==> src/rtl/core2axi_mo_if.sv <==
// rtl/core2axi_mo_if.sv - AXI4 master channel bundle used by core2axi_mo.
interface core2axi_mo_if #(
  parameter int ADDR_W = 32,
  parameter int DATA_W = 64,
  parameter int ID_W   = 4,
  parameter int USER_W = 10
);
  logic [ID_W-1:0]     aw_id;
  logic [ADDR_W-1:0]   aw_addr;
  logic [7:0]          aw_len;
  logic [2:0]          aw_size;
  logic [1:0]          aw_burst;
  logic                aw_lock;
  logic [3:0]          aw_cache;
  logic [2:0]          aw_prot;
  logic [3:0]          aw_region;
  logic [3:0]          aw_qos;
  logic [USER_W-1:0]   aw_user;
  logic                aw_valid;
  logic                aw_ready;

  logic [DATA_W-1:0]   w_data;
  logic [DATA_W/8-1:0] w_strb;
  logic                w_last;
  logic [USER_W-1:0]   w_user;
  logic                w_valid;
  logic                w_ready;

  logic [ID_W-1:0]     b_id;
  logic [1:0]          b_resp;
  logic [USER_W-1:0]   b_user;
  logic                b_valid;
  logic                b_ready;

  logic [ID_W-1:0]     ar_id;
  logic [ADDR_W-1:0]   ar_addr;
  logic [7:0]          ar_len;
  logic [2:0]          ar_size;
  logic [1:0]          ar_burst;
  logic                ar_lock;
  logic [3:0]          ar_cache;
  logic [2:0]          ar_prot;
  logic [3:0]          ar_region;
  logic [3:0]          ar_qos;
  logic [USER_W-1:0]   ar_user;
  logic                ar_valid;
  logic                ar_ready;

  logic [ID_W-1:0]     r_id;
  logic [DATA_W-1:0]   r_data;
  logic [1:0]          r_resp;
  logic                r_last;
  logic [USER_W-1:0]   r_user;
  logic                r_valid;
  logic                r_ready;

  modport master (
    output aw_id, aw_addr, aw_len, aw_size, aw_burst, aw_lock, aw_cache, aw_prot,
           aw_region, aw_qos, aw_user, aw_valid,
    input  aw_ready,
    output w_data, w_strb, w_last, w_user, w_valid,
    input  w_ready,
    input  b_id, b_resp, b_user, b_valid,
    output b_ready,
    output ar_id, ar_addr, ar_len, ar_size, ar_burst, ar_lock, ar_cache, ar_prot,
           ar_region, ar_qos, ar_user, ar_valid,
    input  ar_ready,
    input  r_id, r_data, r_resp, r_last, r_user, r_valid,
    output r_ready
  );

  modport slave (
    input  aw_id, aw_addr, aw_len, aw_size, aw_burst, aw_lock, aw_cache, aw_prot,
           aw_region, aw_qos, aw_user, aw_valid,
    output aw_ready,
    input  w_data, w_strb, w_last, w_user, w_valid,
    output w_ready,
    output b_id, b_resp, b_user, b_valid,
    input  b_ready,
    input  ar_id, ar_addr, ar_len, ar_size, ar_burst, ar_lock, ar_cache, ar_prot,
           ar_region, ar_qos, ar_user, ar_valid,
    output ar_ready,
    output r_id, r_data, r_resp, r_last, r_user, r_valid,
    input  r_ready
  );
endinterface

==> src/rtl/core2axi_mo.sv <==
// rtl/core2axi_mo.sv - core req/gnt to single-beat AXI4 bridge with in-order outstanding tracking.
// Optional error output enabled by CORE2AXI_MO_ERR_EN.
module core2axi_mo #(
  parameter int AXI4_ADDRESS_WIDTH = 32,
  parameter int AXI4_DATA_WIDTH    = 64,
  parameter int AXI4_ID_WIDTH      = 4,
  parameter int AXI4_USER_WIDTH    = 10,
  parameter int MAX_OUTSTANDING    = 4
) (
  input  logic                          clk_i,
  input  logic                          rst_i,
  input  logic                          data_req_i,
  output logic                          data_gnt_o,
  input  logic [AXI4_ADDRESS_WIDTH-1:0] data_addr_i,
  input  logic                          data_we_i,
  input  logic [3:0]                    data_be_i,
  input  logic [31:0]                   data_wdata_i,
  output logic                          data_rvalid_o,
  output logic [31:0]                   data_rdata_o,
`ifdef CORE2AXI_MO_ERR_EN
  output logic                          data_err_o,
`endif
  core2axi_mo_if.master                 axi
);
  localparam int LANE_W  = $clog2(AXI4_DATA_WIDTH / 8) - 2;
  localparam int LANE_SZ = (LANE_W > 0) ? LANE_W : 1;
  localparam int CNT_W   = $clog2(MAX_OUTSTANDING + 1);
  localparam int PTR_W   = (MAX_OUTSTANDING > 1) ? $clog2(MAX_OUTSTANDING) : 1;
  localparam logic [CNT_W-1:0] CNT_MAX = CNT_W'(MAX_OUTSTANDING);
  localparam logic [PTR_W-1:0] PTR_LAST = PTR_W'(MAX_OUTSTANDING - 1);

  typedef enum logic [1:0] {ISSUE, W_ONLY, AW_ONLY} state_t;

  state_t             state, state_nxt;
  logic [CNT_W-1:0]   cnt;
  logic [PTR_W-1:0]   wr_ptr, rd_ptr;
  logic               cur_we;
  logic               fifo_we   [MAX_OUTSTANDING];
  logic [LANE_SZ-1:0] fifo_lane [MAX_OUTSTANDING];
  logic [LANE_SZ-1:0] req_lane, head_lane;
  logic               head_we, fifo_nempty;
  logic               can_issue, gnt, r_hs, b_hs, pop;
  logic [AXI4_DATA_WIDTH/8-1:0] strb;
  logic               unused_inputs;

  generate
    if (LANE_W > 0) begin : g_lane
      assign req_lane = data_addr_i[LANE_W+1:2];
    end else begin : g_nolane
      assign req_lane = 1'b0;
    end
  endgenerate

  assign axi.aw_id     = '0;
  assign axi.aw_addr   = data_addr_i;
  assign axi.aw_len    = 8'd0;
  assign axi.aw_size   = 3'b010;
  assign axi.aw_burst  = 2'b01;
  assign axi.aw_lock   = 1'b0;
  assign axi.aw_cache  = 4'd0;
  assign axi.aw_prot   = 3'd0;
  assign axi.aw_region = 4'd0;
  assign axi.aw_qos    = 4'd0;
  assign axi.aw_user   = '0;
  assign axi.ar_id     = '0;
  assign axi.ar_addr   = data_addr_i;
  assign axi.ar_len    = 8'd0;
  assign axi.ar_size   = 3'b010;
  assign axi.ar_burst  = 2'b01;
  assign axi.ar_lock   = 1'b0;
  assign axi.ar_cache  = 4'd0;
  assign axi.ar_prot   = 3'd0;
  assign axi.ar_region = 4'd0;
  assign axi.ar_qos    = 4'd0;
  assign axi.ar_user   = '0;
  assign axi.w_last    = 1'b1;
  assign axi.w_user    = '0;
  assign axi.w_data    = {(AXI4_DATA_WIDTH/32){data_wdata_i}};

  always_comb begin
    strb = '0;
    strb[4*req_lane +: 4] = data_be_i;
  end
  assign axi.w_strb = strb;

  // Single ID: mixing reads and writes in flight could reorder responses, so a type switch drains first.
  assign can_issue = (cnt < CNT_MAX) && ((cnt == '0) || (data_we_i == cur_we));

  always_ff @(posedge clk_i or posedge rst_i) begin
    if (rst_i) state <= ISSUE;
    else       state <= state_nxt;
  end

  always_comb begin
    state_nxt = state;
    case (state)
      ISSUE: begin
        if (data_req_i && can_issue && data_we_i) begin
          if (axi.aw_ready && !axi.w_ready)      state_nxt = W_ONLY;
          else if (!axi.aw_ready && axi.w_ready) state_nxt = AW_ONLY;
        end
      end
      W_ONLY:  if (axi.w_ready)  state_nxt = ISSUE;
      AW_ONLY: if (axi.aw_ready) state_nxt = ISSUE;
      default: state_nxt = ISSUE;
    endcase
  end

  always_comb begin
    axi.ar_valid = 1'b0;
    axi.aw_valid = 1'b0;
    axi.w_valid  = 1'b0;
    gnt          = 1'b0;
    case (state)
      ISSUE: begin
        if (data_req_i && can_issue) begin
          if (data_we_i) begin
            axi.aw_valid = 1'b1;
            axi.w_valid  = 1'b1;
            gnt          = axi.aw_ready && axi.w_ready;
          end else begin
            axi.ar_valid = 1'b1;
            gnt          = axi.ar_ready;
          end
        end
      end
      W_ONLY: begin
        axi.w_valid = 1'b1;
        gnt         = axi.w_ready;
      end
      AW_ONLY: begin
        axi.aw_valid = 1'b1;
        gnt          = axi.aw_ready;
      end
      default: ;
    endcase
  end
  assign data_gnt_o = gnt;

  assign fifo_nempty = (cnt != '0);
  assign head_we     = fifo_we[rd_ptr];
  assign head_lane   = fifo_lane[rd_ptr];
  assign axi.r_ready = fifo_nempty && !head_we;
  assign axi.b_ready = fifo_nempty && head_we;
  assign r_hs        = axi.r_valid && axi.r_ready;
  assign b_hs        = axi.b_valid && axi.b_ready;
  assign pop         = r_hs || b_hs;

  assign data_rvalid_o = pop;
  assign data_rdata_o  = r_hs ? axi.r_data[32*head_lane +: 32] : 32'd0;

`ifdef CORE2AXI_MO_ERR_EN
  assign data_err_o = (r_hs && axi.r_resp[1]) || (b_hs && axi.b_resp[1]);
  assign unused_inputs = ^{axi.r_last, axi.r_id, axi.r_user, axi.b_id, axi.b_user};
`else
  assign unused_inputs = ^{axi.r_last, axi.r_id, axi.r_user, axi.b_id, axi.b_user,
                           axi.r_resp, axi.b_resp};
`endif

  always_ff @(posedge clk_i or posedge rst_i) begin
    if (rst_i) begin
      cnt    <= '0;
      wr_ptr <= '0;
      rd_ptr <= '0;
      cur_we <= 1'b0;
    end else begin
      if (gnt) begin
        wr_ptr <= (wr_ptr == PTR_LAST) ? '0 : wr_ptr + 1'b1;
        cur_we <= data_we_i;
      end
      if (pop) rd_ptr <= (rd_ptr == PTR_LAST) ? '0 : rd_ptr + 1'b1;
      if (gnt && !pop)      cnt <= cnt + 1'b1;
      else if (pop && !gnt) cnt <= cnt - 1'b1;
    end
  end

  always_ff @(posedge clk_i) begin
    if (gnt) begin
      fifo_we[wr_ptr]   <= data_we_i;
      fifo_lane[wr_ptr] <= req_lane;
    end
  end
endmodule

==> src/flat_wrapper.sv <==
// flat-port wrapper written by rule: the top's interface ports become plain ports
module core2axi_mo_flat 
#(
  parameter int AXI4_ADDRESS_WIDTH = 32,
  parameter int AXI4_DATA_WIDTH    = 64,
  parameter int AXI4_ID_WIDTH      = 4,
  parameter int AXI4_USER_WIDTH    = 10,
  parameter int MAX_OUTSTANDING    = 4
)
  (clk_i, rst_i, data_req_i, data_gnt_o, data_addr_i, data_we_i, data_be_i, data_wdata_i, data_rvalid_o, data_rdata_o, axi_aw_id, axi_aw_addr, axi_aw_len, axi_aw_size, axi_aw_burst, axi_aw_lock, axi_aw_cache, axi_aw_prot, axi_aw_region, axi_aw_qos, axi_aw_user, axi_aw_valid, axi_aw_ready, axi_w_data, axi_w_strb, axi_w_last, axi_w_user, axi_w_valid, axi_w_ready, axi_b_id, axi_b_resp, axi_b_user, axi_b_valid, axi_b_ready, axi_ar_id, axi_ar_addr, axi_ar_len, axi_ar_size, axi_ar_burst, axi_ar_lock, axi_ar_cache, axi_ar_prot, axi_ar_region, axi_ar_qos, axi_ar_user, axi_ar_valid, axi_ar_ready, axi_r_id, axi_r_data, axi_r_resp, axi_r_last, axi_r_user, axi_r_valid, axi_r_ready);
  core2axi_mo_if #(.ADDR_W(32), .DATA_W(64), .ID_W(4), .USER_W(10)) axi_i ();
  input  logic clk_i;
  input  logic rst_i;
  input  logic data_req_i;
  output logic data_gnt_o;
  input  logic [AXI4_ADDRESS_WIDTH-1:0] data_addr_i;
  input  logic data_we_i;
  input  logic [3:0] data_be_i;
  input  logic [31:0] data_wdata_i;
  output logic data_rvalid_o;
  output logic [31:0] data_rdata_o;
  output wire logic [$bits(axi_i.aw_id)-1:0] axi_aw_id;
  output wire logic [$bits(axi_i.aw_addr)-1:0] axi_aw_addr;
  output wire logic [$bits(axi_i.aw_len)-1:0] axi_aw_len;
  output wire logic [$bits(axi_i.aw_size)-1:0] axi_aw_size;
  output wire logic [$bits(axi_i.aw_burst)-1:0] axi_aw_burst;
  output wire logic [$bits(axi_i.aw_lock)-1:0] axi_aw_lock;
  output wire logic [$bits(axi_i.aw_cache)-1:0] axi_aw_cache;
  output wire logic [$bits(axi_i.aw_prot)-1:0] axi_aw_prot;
  output wire logic [$bits(axi_i.aw_region)-1:0] axi_aw_region;
  output wire logic [$bits(axi_i.aw_qos)-1:0] axi_aw_qos;
  output wire logic [$bits(axi_i.aw_user)-1:0] axi_aw_user;
  output wire logic [$bits(axi_i.aw_valid)-1:0] axi_aw_valid;
  input wire logic [$bits(axi_i.aw_ready)-1:0] axi_aw_ready;
  output wire logic [$bits(axi_i.w_data)-1:0] axi_w_data;
  output wire logic [$bits(axi_i.w_strb)-1:0] axi_w_strb;
  output wire logic [$bits(axi_i.w_last)-1:0] axi_w_last;
  output wire logic [$bits(axi_i.w_user)-1:0] axi_w_user;
  output wire logic [$bits(axi_i.w_valid)-1:0] axi_w_valid;
  input wire logic [$bits(axi_i.w_ready)-1:0] axi_w_ready;
  input wire logic [$bits(axi_i.b_id)-1:0] axi_b_id;
  input wire logic [$bits(axi_i.b_resp)-1:0] axi_b_resp;
  input wire logic [$bits(axi_i.b_user)-1:0] axi_b_user;
  input wire logic [$bits(axi_i.b_valid)-1:0] axi_b_valid;
  output wire logic [$bits(axi_i.b_ready)-1:0] axi_b_ready;
  output wire logic [$bits(axi_i.ar_id)-1:0] axi_ar_id;
  output wire logic [$bits(axi_i.ar_addr)-1:0] axi_ar_addr;
  output wire logic [$bits(axi_i.ar_len)-1:0] axi_ar_len;
  output wire logic [$bits(axi_i.ar_size)-1:0] axi_ar_size;
  output wire logic [$bits(axi_i.ar_burst)-1:0] axi_ar_burst;
  output wire logic [$bits(axi_i.ar_lock)-1:0] axi_ar_lock;
  output wire logic [$bits(axi_i.ar_cache)-1:0] axi_ar_cache;
  output wire logic [$bits(axi_i.ar_prot)-1:0] axi_ar_prot;
  output wire logic [$bits(axi_i.ar_region)-1:0] axi_ar_region;
  output wire logic [$bits(axi_i.ar_qos)-1:0] axi_ar_qos;
  output wire logic [$bits(axi_i.ar_user)-1:0] axi_ar_user;
  output wire logic [$bits(axi_i.ar_valid)-1:0] axi_ar_valid;
  input wire logic [$bits(axi_i.ar_ready)-1:0] axi_ar_ready;
  input wire logic [$bits(axi_i.r_id)-1:0] axi_r_id;
  input wire logic [$bits(axi_i.r_data)-1:0] axi_r_data;
  input wire logic [$bits(axi_i.r_resp)-1:0] axi_r_resp;
  input wire logic [$bits(axi_i.r_last)-1:0] axi_r_last;
  input wire logic [$bits(axi_i.r_user)-1:0] axi_r_user;
  input wire logic [$bits(axi_i.r_valid)-1:0] axi_r_valid;
  output wire logic [$bits(axi_i.r_ready)-1:0] axi_r_ready;
  assign axi_aw_id = axi_i.aw_id;
  assign axi_aw_addr = axi_i.aw_addr;
  assign axi_aw_len = axi_i.aw_len;
  assign axi_aw_size = axi_i.aw_size;
  assign axi_aw_burst = axi_i.aw_burst;
  assign axi_aw_lock = axi_i.aw_lock;
  assign axi_aw_cache = axi_i.aw_cache;
  assign axi_aw_prot = axi_i.aw_prot;
  assign axi_aw_region = axi_i.aw_region;
  assign axi_aw_qos = axi_i.aw_qos;
  assign axi_aw_user = axi_i.aw_user;
  assign axi_aw_valid = axi_i.aw_valid;
  assign axi_i.aw_ready = axi_aw_ready;
  assign axi_w_data = axi_i.w_data;
  assign axi_w_strb = axi_i.w_strb;
  assign axi_w_last = axi_i.w_last;
  assign axi_w_user = axi_i.w_user;
  assign axi_w_valid = axi_i.w_valid;
  assign axi_i.w_ready = axi_w_ready;
  assign axi_i.b_id = axi_b_id;
  assign axi_i.b_resp = axi_b_resp;
  assign axi_i.b_user = axi_b_user;
  assign axi_i.b_valid = axi_b_valid;
  assign axi_b_ready = axi_i.b_ready;
  assign axi_ar_id = axi_i.ar_id;
  assign axi_ar_addr = axi_i.ar_addr;
  assign axi_ar_len = axi_i.ar_len;
  assign axi_ar_size = axi_i.ar_size;
  assign axi_ar_burst = axi_i.ar_burst;
  assign axi_ar_lock = axi_i.ar_lock;
  assign axi_ar_cache = axi_i.ar_cache;
  assign axi_ar_prot = axi_i.ar_prot;
  assign axi_ar_region = axi_i.ar_region;
  assign axi_ar_qos = axi_i.ar_qos;
  assign axi_ar_user = axi_i.ar_user;
  assign axi_ar_valid = axi_i.ar_valid;
  assign axi_i.ar_ready = axi_ar_ready;
  assign axi_i.r_id = axi_r_id;
  assign axi_i.r_data = axi_r_data;
  assign axi_i.r_resp = axi_r_resp;
  assign axi_i.r_last = axi_r_last;
  assign axi_i.r_user = axi_r_user;
  assign axi_i.r_valid = axi_r_valid;
  assign axi_r_ready = axi_i.r_ready;
  core2axi_mo #(.AXI4_ADDRESS_WIDTH(AXI4_ADDRESS_WIDTH), .AXI4_DATA_WIDTH(AXI4_DATA_WIDTH), .AXI4_ID_WIDTH(AXI4_ID_WIDTH), .AXI4_USER_WIDTH(AXI4_USER_WIDTH), .MAX_OUTSTANDING(MAX_OUTSTANDING)) u_core (.clk_i(clk_i), .rst_i(rst_i), .data_req_i(data_req_i), .data_gnt_o(data_gnt_o), .data_addr_i(data_addr_i), .data_we_i(data_we_i), .data_be_i(data_be_i), .data_wdata_i(data_wdata_i), .data_rvalid_o(data_rvalid_o), .data_rdata_o(data_rdata_o), .axi(axi_i));
endmodule
==> config.mk <==
export PLATFORM = sky130hd
export DESIGN_NAME = core2axi_mo_flat
export DESIGN_NICKNAME = d
export VERILOG_FILES = /design/src/rtl/core2axi_mo_if.sv /design/src/rtl/core2axi_mo.sv /design/src/flat_wrapper.sv
export SDC_FILE = /design/constraint.sdc
export NUM_CORES = 1
export LEC_CHECK = 0
export CORE_AREA = 2 2 175 177
export DETAILED_ROUTE_END_ITERATION = 10
export DIE_AREA = 0 0 177 179
export PLACE_DENSITY = 0.41
export SLEW_MARGIN = 25
export SYNTH_ARGS = -nofsm -noshare
export SYNTH_HDL_FRONTEND = slang
export SYNTH_SLANG_ARGS = --single-unit
==> constraint.sdc <==
create_clock -name clk_i -period 2.7 [get_ports clk_i]
set_input_delay 0.54 -clock clk_i [delete_from_list [all_inputs] [get_ports clk_i]]
set_output_delay 0.54 -clock clk_i [all_outputs]
set_load 0.02 [all_outputs]
# Word level (Yosys, flattened, before mapping)
# Memory sizes are Yosys's and may differ from the RTL's.
# Cells that the tools add are included.
[word_totals]
reg_bits = 10
mem_bits_rw = 8
in_bits = 174
word_cells = 73
memories = 2
[memory_table]
columns = ["memory", "depth", "width", "rd", "rd_ports_with_merged_regs", "wr", "line", "rtl"]
rows = [
  ["u_core.fifo_lane", 4, 1, 1, 0, 1, "core2axi_mo.sv:39", "logic [LANE_SZ-1:0] fifo_lane [MAX_OUTSTANDING];"],
  ["u_core.fifo_we", 4, 1, 1, 0, 1, "core2axi_mo.sv:38", "logic fifo_we [MAX_OUTSTANDING];"],
]
[op_classes]
addsub = 5
order_cmp = 1
eq_ne = 9
n_shift = 3
mux = 23
bitwise = 1
reduce_logical = 24
[ops]
columns = ["op", "n"]
rows = [
  ["indexed part select 64 x 7 -> 32 bit", 1],
  ["negation 3 -> 34 bit", 1],
  ["variable shift 4 x 34 -> 8 bit, first input constant", 1],
  ["indexed part select 4 x 34 -> 8 bit", 1],
  ["2-to-1 mux 32 bit", 1],
  ["2-to-1 mux 2 bit", 7],
  ["logical AND 1 bit", 12],
  ["2-to-1 mux 1 bit", 9],
  ["bitwise AND 8 bit", 1],
  ["== test 2 bit, second input constant", 3],
  ["2-to-1 mux 3 bit", 2],
  ["case mux 2 bit (3 select lines)", 1],
  ["zero test 1 bit", 5],
  ["adder 2 x 1 -> 2 bit, second input constant", 2],
  ["!= test 2 bit, second input constant", 2],
  ["case mux 1 bit (2 select lines)", 2],
  ["AND reduction 4 bit", 1],
  ["adder 3 x 1 -> 3 bit, second input constant", 1],
  ["zero test 3 bit", 1],
  ["less-than comparator 3 bit, second input constant", 1],
  ["!= test 3 x 1 -> 1 bit, second input constant", 1],
  ["case mux 1 bit (3 select lines)", 1],
  ["nonzero test 3 bit", 1],
  ["subtractor 3 x 1 -> 3 bit, second input constant", 1],
  ["other kinds (6)", 7],
]

# Depth between registers and ports, before layout
# Gate-level depths: netlist of run 1.
[depth]
word_depth = 10
ltp_mapped = 10
mapped_depth_nobuf = 10

# Worst setup path after synthesis of run 1
# Ideal clock, no wire load.
[synth_path]
path_kind = "register to output"
start = "register u_core.rd_ptr[0]"
end = "output port data_rdata_o[10]"
arrival_time_ps = 1937
setup_slack_ps = 223
path_stages_with_launch = 6
path_buffers = 1
path_cell_list = "dfrtp_1 mux4_2 nor2_1 nand2_2 buf_6 nor2_1"
[synth_between]
elab_chain_len = 5
elab_cells_between_ends = 7
cone_classes = "shift: 1; mux: 1; reduce/logical: 3; memory: 2"
[synth_rtl]
columns = ["item", "line", "rtl"]
rows = [
  ["start: declaration", "core2axi_mo.sv:36", "logic [PTR_W-1:0] wr_ptr, rd_ptr;"],
  ["start signal: assignment", "core2axi_mo.sv:171", "if (pop) rd_ptr <= (rd_ptr == PTR_LAST) ? '0 : rd_ptr + 1'b1;"],
  ["memory (4 x 1 bit)", "--", ""],
  ["zero test 1 bit", "core2axi_mo.sv:143", "assign axi.r_ready = fifo_nempty && !head_we;"],
  ["logical AND 1 bit", "core2axi_mo.sv:143", ""],
  ["net axi_r_ready", "flat_wrapper.sv:65", "output wire logic [$bits(axi_i.r_ready)-1:0] axi_r_ready;"],
  ["logical AND 1 bit", "core2axi_mo.sv:145", "assign r_hs = axi.r_valid && axi.r_ready;"],
  ["2-to-1 mux 32 bit", "core2axi_mo.sv:150", "assign data_rdata_o = r_hs ? axi.r_data[32*head_lane +: 32] : 32'd0;"],
  ["end: declaration", "flat_wrapper.sv:21", "output logic [31:0] data_rdata_o;"],
]
# The timed path passes the listed nets, and every way through them passes these cells.

# Worst setup path after layout of run 1
[layout_path]
start = "register u_core.rd_ptr[0]"
end = "output port data_rdata_o[7]"
[layout_between]
elab_chain_len = 5
elab_cells_between_ends = 7
cone_classes = "shift: 1; mux: 1; reduce/logical: 3; memory: 2"
[layout_rtl]
columns = ["item", "line"]
rows = [
  ["parallel branches: the longest is 4 deep, another holds memory (4 x 1 bit)", "--"],
  ["2-to-1 mux 32 bit (*)", "core2axi_mo.sv:150"],
]
# Mark *: on every way between the ends.

==> key figures, run 1 <==
Status
  – Outcome: finished, final reports clean

Cells and area
  – Area grow syn2layout: 14.3%
  – Post-layout util: 12.2%
  – # diodes: 0
  – Nets: 575
  – Cell area after layout: 0.00366 mm²
  – Share of cells above drive strength 1: roughly 16%

Critical path
  – Worst reg2reg setup slack: 0.14 ns
  – Critical Path Start Type: flip-flop
  – Critical Path Fanout Max: 32
  – RR Endpoint: u_core.cnt[1]
  – Crit path capture type: primary output
  – Worst path arrival time: 2.11 ns
  – Worst reg2reg startpoint: u_core.rd_ptr[0]
  – WP data required: around 2.2 ns
  – R2R cell count: 10
  – Critical path type: flip-flop to primary output

Logic synthesis
  – Synth Area in Adders: 2.97%
  – Cell variety after synth: 29
  – Top cell type's share of synthesized area: 52.7%
  – Cell taking the most area after synthesis: buf_4
  – Synth Area in Simple Gates: roughly 9%
  – Synth Area in Compound Gates: 1.56%
  – Avg Inst Size Synth: 8.39 µm²
  – Number of synthesized register bits: 18
  – Syn Inst Count: 382
  – Mapped Area: 0.00320 mm²
  – Synth area leaders: buf_4, mux2i_1, dfrtp_1
  – Multiplexer share of the synthesized area: between 10% and 20%
  – Post-synthesis xor/xnor area fraction: 1.09%
  – Syn. warnings: 0
  – Register area share after synthesis: 15.3%
  – Largest family of logic cells by synthesized area: buffers and inverters

Timing
  – Setup slack after layout: 0.0524 ns
  – FMAX: 378 MHz
  – Hold Fails Final Rpt: 0
  – RSZ-0062 raised after global routing: true
  – Clock Skew: 0.00209 ns
  – Min cycle time layout: about 2.6 ns
  – Period utilization: 98.1%
  – WHS: 0.512 ns
  – Slew Viols, Final: 0
  – Final setup viols: 0

Power and ir drop
  – Pwr/cell area: roughly 660 mW/mm²
  – Worst vdd rail ir drop: 0.294 mV
  – Leakage power total: 1.65 nW
  – Total chip power: 0.00242 W

Routing
  – Vias per std cell: about 2.5
  – Total number of vias: 1985
  – 1st-iter DRT viols: 13
  – # DRC: 0
  – DR WL/cell: ~10 µm
  – First drt pass iteration count: 2
  – Total Wirelength: 7.78 mm
  – Post-route ant nets: 0

Place
  – Dpl hpwl: 6.57 mm
  – DP Area: 0.00371 mm²
  – Placement Setup Slack: -0.0801 ns
  – Routability cong.: 0.647
  – PortBufs: 126

CTS
  – TritonCTS buffer count: 3
  – Clock Path Buffers: 2
  – Root Driver: clkbuf_16
  – CTS tree: done
  – Clk sink count: 18
  – Worst-path clk slew: roughly 0.050 ns
  – Htree depth: 1
  – Worst skew pair latency: 0.24 ns

Run
  – MaxCap Viol Count: 0

Min path
  – Min-delay src: u_core.cnt[2]
  – Min-Delay Path Class: flip-flop to flip-flop
  – Min-Delay Endpoint: u_core.cnt[2]
  – Hold path cells: 1

Global routing
  – Initial antenna violation count: 0
  – Largest net degree at the start of global routing: 33
  – GRT overflow: 0
  – Global Route Usage Sum: between 4 and 5%
  – First-pass GRT wire length: around 11 mm
  – Vias in the first global route: between 1500 and 2000

Floorplanning
  – Die Wd: 177 µm
  – Die Height: 179 µm
  – Num rows: 64
  – Core area: 0.0300 mm²
  – Total die area: between 0.03 and 0.04 mm²
  – Initial core utilization: about a tenth
  – IO Pins: roughly 450
==> state kept, by name (all words and copies together), names as in the netlist <==
signal and count:
u_core.fifo_we 4, u_core.wr_ptr 2, u_core.fifo_lane 4, u_core.rd_ptr 2, u_core.cur_we 1, u_core.cnt 3
u_core.state 2
==> worst max-delay path, cell delays in order (launching register included) <==
cell             delay [ns]
dfrtp_1                0.37
mux4_2                 0.56
nor2_1                 0.17
nand2_2                0.09
buf_12                 0.16
nor2_1                 0.17
clkdlybuf4s15_2        0.29
==> kinds of logic (layout without fill, tap and decap cells) <==
logic type                 count (synthesis)  count (layout)
AOI/OAI and AO/OA                          7               7
DFF                                       18              18
xor gates and xnor gates                   4               4
buffers and inverters                    239             155
and+or+nand+nor                           64              64
adders and majority gates                  7               7
muxes                                     41              41
other                                      2              97
==> stage by stage <==
step	setup TNS, ns	cells
CTS	0	789
detailed placement	-0.453	785
global placement	-0.413	785
finish	0	789
floorplan	0	477
global route	-0.0721	789
==> timing repair <==
| action | CTS | global route |
|---|---|---|
| endpoints found under the setup margin | 35 | 34 |
| pin swaps | 0 | 1 |
| gates resized for setup | 42 | 57 |
| setup buffers | 0 | 0 |
| hold buffers | 0 | 0 |
==> per-layer routing <==
layer	share of wire, %	track usage [%]	vias to the layer above
li1	-	-	906
met1	33	4.15	856
met2	43	6.49	197
met3	20	3.75	26
met4	3.6	1.83	0
met5	0	0	-
==> cells in the final DEF (no fill, tap or decap), drive strengths merged <==
cell type      count
nor4               1
ha                 6
nor2b              7
and3               1
inv                7
xnor2              2
o21ai              2
a22oi              1
clkinv             1
dlygate4sd2        5
a21oi              2
mux2i             33
conb              97
clkdlybuf4s15      3
clkdlybuf4s50     88
mux4               2
o211a              1
nand2              1
clkbuf            29
nor3               3
mux2               6
dlymetal6s2s       1
nor2              43
fa                 1
o22ai              1
and2               8
edfxtp             8
xor2               2
buf               21
dfrtp             10
==> cell type report <==
class / count / area (µm²)
Fill cell: 3474 / 26400
Multi-Input combinational cell: 220 / 1290
Timing Repair Buffer: 144 / 1280
Tap cell: 396 / 495
Sequential cell: 18 / 490
Clock buffer: 3 / 75.1
Inverter: 7 / 26.3
Clock inverter: 1 / 3.75
==> where the power goes <==
group | switching [W] | internal [W]
combinational | 0.000934 | 0.000764
sequential | 0.0000672 | 0.000366
clock | 0.0000934 | 0.000196
total | 0.00110 | 0.00133
==> synth_stat cells <==
cell and instances:
dfrtp_1 10, nor4_1 1, inv_1 7, o22ai_2 1
buf_6 6, nor2_1 42, mux4_1 1, buf_4 225
xor2_1 2, nor2b_1 7, mux4_2 1, mux2i_1 33
xnor2_1 2, mux2_2 4, a21oi_1 2, buf_2 1
mux2_1 2, edfxtp_1 8, nor2_2 1, and2_1 8
a22oi_1 1, nand2_2 1, ha_1 6, and3_1 1
o21ai_0 2, o211a_1 1, nor3_1 3, fa_1 1
conb_1 2
==> worst max path at each step <==
| stage | from | end | depth (start not counted) |
|---|---|---|---|
| after global routing | u_core.rd_ptr[0] | u_core.cnt[2] | 12 |
| final | u_core.rd_ptr[0] | data_rdata_o[7] | 6 |
| after detailed placement | data_we_i | axi_ar_valid | 5 |
| after CTS | u_core.rd_ptr[0] | data_rdata_o[1] | 6 |
| after floorplan | u_core.rd_ptr[0] | data_rdata_o[10] | 5 |
| after global placement | data_we_i | axi_ar_valid | 5 |
Note: power is estimated with default switching activity, not from simulation.
==> run 2: changes to the inputs <==
- ABC_CLOCK_PERIOD_IN_PS: unset -> 2700
- PLACE_DENSITY: 0.41 -> 0.52
==> run 2 against run 1 <==
Critical path depth unchanged; utilization is essentially flat; via count is 1.4% lower; combinational power about the same; sequential cell count stayed put; clock-buffer cell count unchanged; design area hardly changed; largest cell class unchanged.
==> key figures, run 2 (same netlist as run 1, synthesis figures left out) <==
Routing
  – Met3 wire len: 1.68 mm (was 1.57 mm)
  – First drt pass iteration count: 3 (was 2)
  – 1st-iter DRT viols: 38 (was 13)
  – Vias per std cell: 2.49 (was 2.52)
  – Total number of vias: 1958 (was 1985)
  – # DRC: 0 (unchanged)
  – Met1 WL: 2.52 mm (was 2.54 mm)
  – Total Wirelength: 7.59 mm (was 7.78 mm)
  – Post-route ant nets: 0 (unchanged)
  – Max layer used: met4 (unchanged)
  – DR WL/cell: 9.65 µm (was 9.86 µm)
  – WL met2: 3.27 mm (was 3.38 mm)

Timing
  – Final setup viols: 0 (unchanged)
  – WHS: 0.514 ns (was 0.512 ns)
  – Setup slack after layout: 0.0773 ns (was 0.0524 ns)
  – RSZ-0062 raised after global routing: false (was true)
  – Hold Fails Final Rpt: 0 (unchanged)
  – Clock Skew: 0.000926 ns (was 0.00209 ns)
  – Min cycle time layout: 2.62 ns (was 2.65 ns)
  – FMAX: 381 MHz (was 378 MHz)
  – Slew Viols, Final: 0 (unchanged)
  – Period utilization: 97.1% (was 98.1%)

Floorplanning
  – Core area: 0.0300 mm² (unchanged)
  – Die Height: 179 µm (unchanged)
  – IO Pins: 446 (unchanged)
  – Initial core utilization: 10.7% (unchanged)
  – Die Wd: 177 µm (unchanged)
  – Num rows: 64 (unchanged)
  – Total die area: 0.0317 mm² (unchanged)

CTS
  – Clk sink count: 18 (unchanged)
  – Clock Path Buffers: 2 (unchanged)
  – Worst-path clk slew: 0.05 ns (about the same)
  – Worst skew pair latency: 0.24 ns (about the same)
  – TritonCTS buffer count: 3 (unchanged)
  – Hold_buf cts: 0 (unchanged)
  – Root Driver: clkbuf_16 (unchanged)
  – Htree depth: 1 (unchanged)
  – CTS tree: done (unchanged)

Critical path
  – Worst reg2reg setup slack: 0.17 ns (was 0.14 ns)
  – Critical Path Fanout Max: 25 (was 32)
  – Max stage delay on crit path: 0.56 ns (about the same)
  – Worst path arrival time: 2.08 ns (was 2.11 ns)
  – WP data required: 2.16 ns (about the same)
  – CP startpoint: u_core.rd_ptr[0] (unchanged)
  – Critical Path Start Type: flip-flop (unchanged)
  – Crit path max-delay cell type: mux4_2 (unchanged)
  – Crit path capture type: primary output (unchanged)
  – R2R cell count: 10 (unchanged)
  – Worst path cell trace: buf_4 > mux4_2 > buf_12 > mux2i_1 > nor2_1 > clkdlybuf4s15_1 (was mux4_2 > nor2_1 > nand2_2 > buf_12 > nor2_1 > clkdlybuf4s15_2)
  – Worst reg2reg startpoint: u_core.rd_ptr[0] (unchanged)
  – Critical path type: flip-flop to primary output (unchanged)

Global routing
  – Vias in the first global route: 1790 (was 1811)
  – First-pass GRT wire length: 10.2 mm (was 10.6 mm)
  – Global Route Usage Sum: 4.18% (was 4.29%)
  – GRT overflow: 0 (unchanged)
  – Initial antenna violation count: 0 (unchanged)
  – Largest net degree at the start of global routing: 33 (unchanged)

Cells and area
  – Post-layout util: 12.2% (about the same)
  – Area grow syn2layout: 14.3% (about the same)
  – # diodes: 0 (unchanged)
  – Share of cells above drive strength 1: 14.3% (was 16.3%)
  – Layout Cells excl Fill: 787 (was 789)
  – Most frequent cells in the layout: conb_1, clkdlybuf4s50_1, nor2_1, mux2i_1, clkbuf_2 (unchanged)
  – Commonest non-fill, non-tap cell in the layout: conb_1 (unchanged)
  – Nets: 573 (was 575)
  – Top Registers: u_core.fifo_lane x4, u_core.fifo_we x4, u_core.cnt x3 (unchanged)

Status
  – Outcome: finished, final reports clean (unchanged)

Power and ir drop
  – Sw frac: 45.0% (was 45.2%)
  – Internal power: 0.00133 W (about the same)
  – Sequential power share: 18.3% (was 17.9%)
  – Combinational power share: 69.6% (was 70.1%)
  – Pwr/cell area: 662 mW/mm² (was 661 mW/mm²)
  – Clock Power Share: 12.1% (was 12.0%)
  – P_sw: 0.00109 W (was 0.00110 W)
  – Leakage power total: 1.65 nW (about the same)
  – Worst vdd rail ir drop: 0.472 mV (was 0.294 mV)

Run
  – MaxCap Viol Count: 0 (unchanged)

Min path
  – Hold path cells: 1 (unchanged)
  – Min-delay src: u_core.cnt[2] (unchanged)
  – Min-Delay Path Class: flip-flop to flip-flop (unchanged)

Place
  – Dpl cells: 783 (was 785)
  – PortBufs: 126 (unchanged)
  – Dpl hpwl: 6.40 mm (was 6.57 mm)
  – Routability cong.: 0.664 (was 0.647)
  – Placement Setup Slack: -0.0852 ns (was -0.0801 ns)
==> run 2: cell types whose count changed in the layout (fill, tap and decap cells not counted) <==
cell / delta
mux2i_1: +1
clkdlybuf4s50_1: +1
buf_2: -1
buf_12: +1
clkdlybuf4s15_2: -1
dlygate4sd2_1: +5
dlymetal6s2s_1: -1
buf_4: -5
clkbuf_2: -1
mux2i_2: -1
==> run 2: repair_timing <==
action	in CTS	in global routing
setup buffers	0	0
setup endpoints to repair	37	28
cloned	0	0
resized for setup	37	55
pin swaps	0	1
==> run 2: final timing paths <==
path,to
max,data_rdata_o[1]
min,u_core.cnt[2]
max reg2reg,u_core.cnt[1]
min reg2reg,u_core.cnt[2]
max in group asynchronous,u_core.rd_ptr[0]
min in group asynchronous,u_core.wr_ptr[1]
==> run 2: stage by stage <==
step	TNS (ns)	instance area [µm²]	power (W)
after floorplan	0	3560	0.00193
after global placement	-0.554	3710	0.00227
after detailed placement	-0.369	3710	0.00229
after CTS	-0.0105	3740	0.00249
after global routing	0	3660	0.00262
final	0	3660	0.00243
==> run 2: routing by layer <==
| metal | track usage [%] | vias to the layer above |
|---|---|---|
| met5 | 0 | - |
| met4 | 0.861 | 0 |
| met3 | 4.60 | 15 |
| met2 | 5.87 | 224 |
| met1 | 4.15 | 815 |
| li1 | - | 904 |
==> run 2: area by class of cell <==
class / instances / area [µm²]
fillers: 3475 / 26400
multi-input cells: 220 / 1290
repair buffers: 142 / 1280
well taps: 396 / 495
flip-flops and latches: 18 / 490
clock buffers: 3 / 75.1
inverters: 7 / 26.3
clock inverters: 1 / 3.75
==> run 2: power by group through the flow <==
stage | sequential (W) | combinational (W) | clock, W
global route | 0.000456 | 0.00185 | 0.000312
global placement | 0.000446 | 0.00183 | 0
finish | 0.000444 | 0.00169 | 0.000292
CTS | 0.000444 | 0.00174 | 0.000300
detailed placement | 0.000449 | 0.00184 | 0
floorplan | 0.000434 | 0.00149 | 0
==> run 2: worst max-delay path: cells and delay by family (launching register included) <==
family                 cells  cell delay, ns
muxes                      2            0.69
buffers and inverters      3            0.67
DFF                        1            0.37
and+or+nand+nor            1            0.09
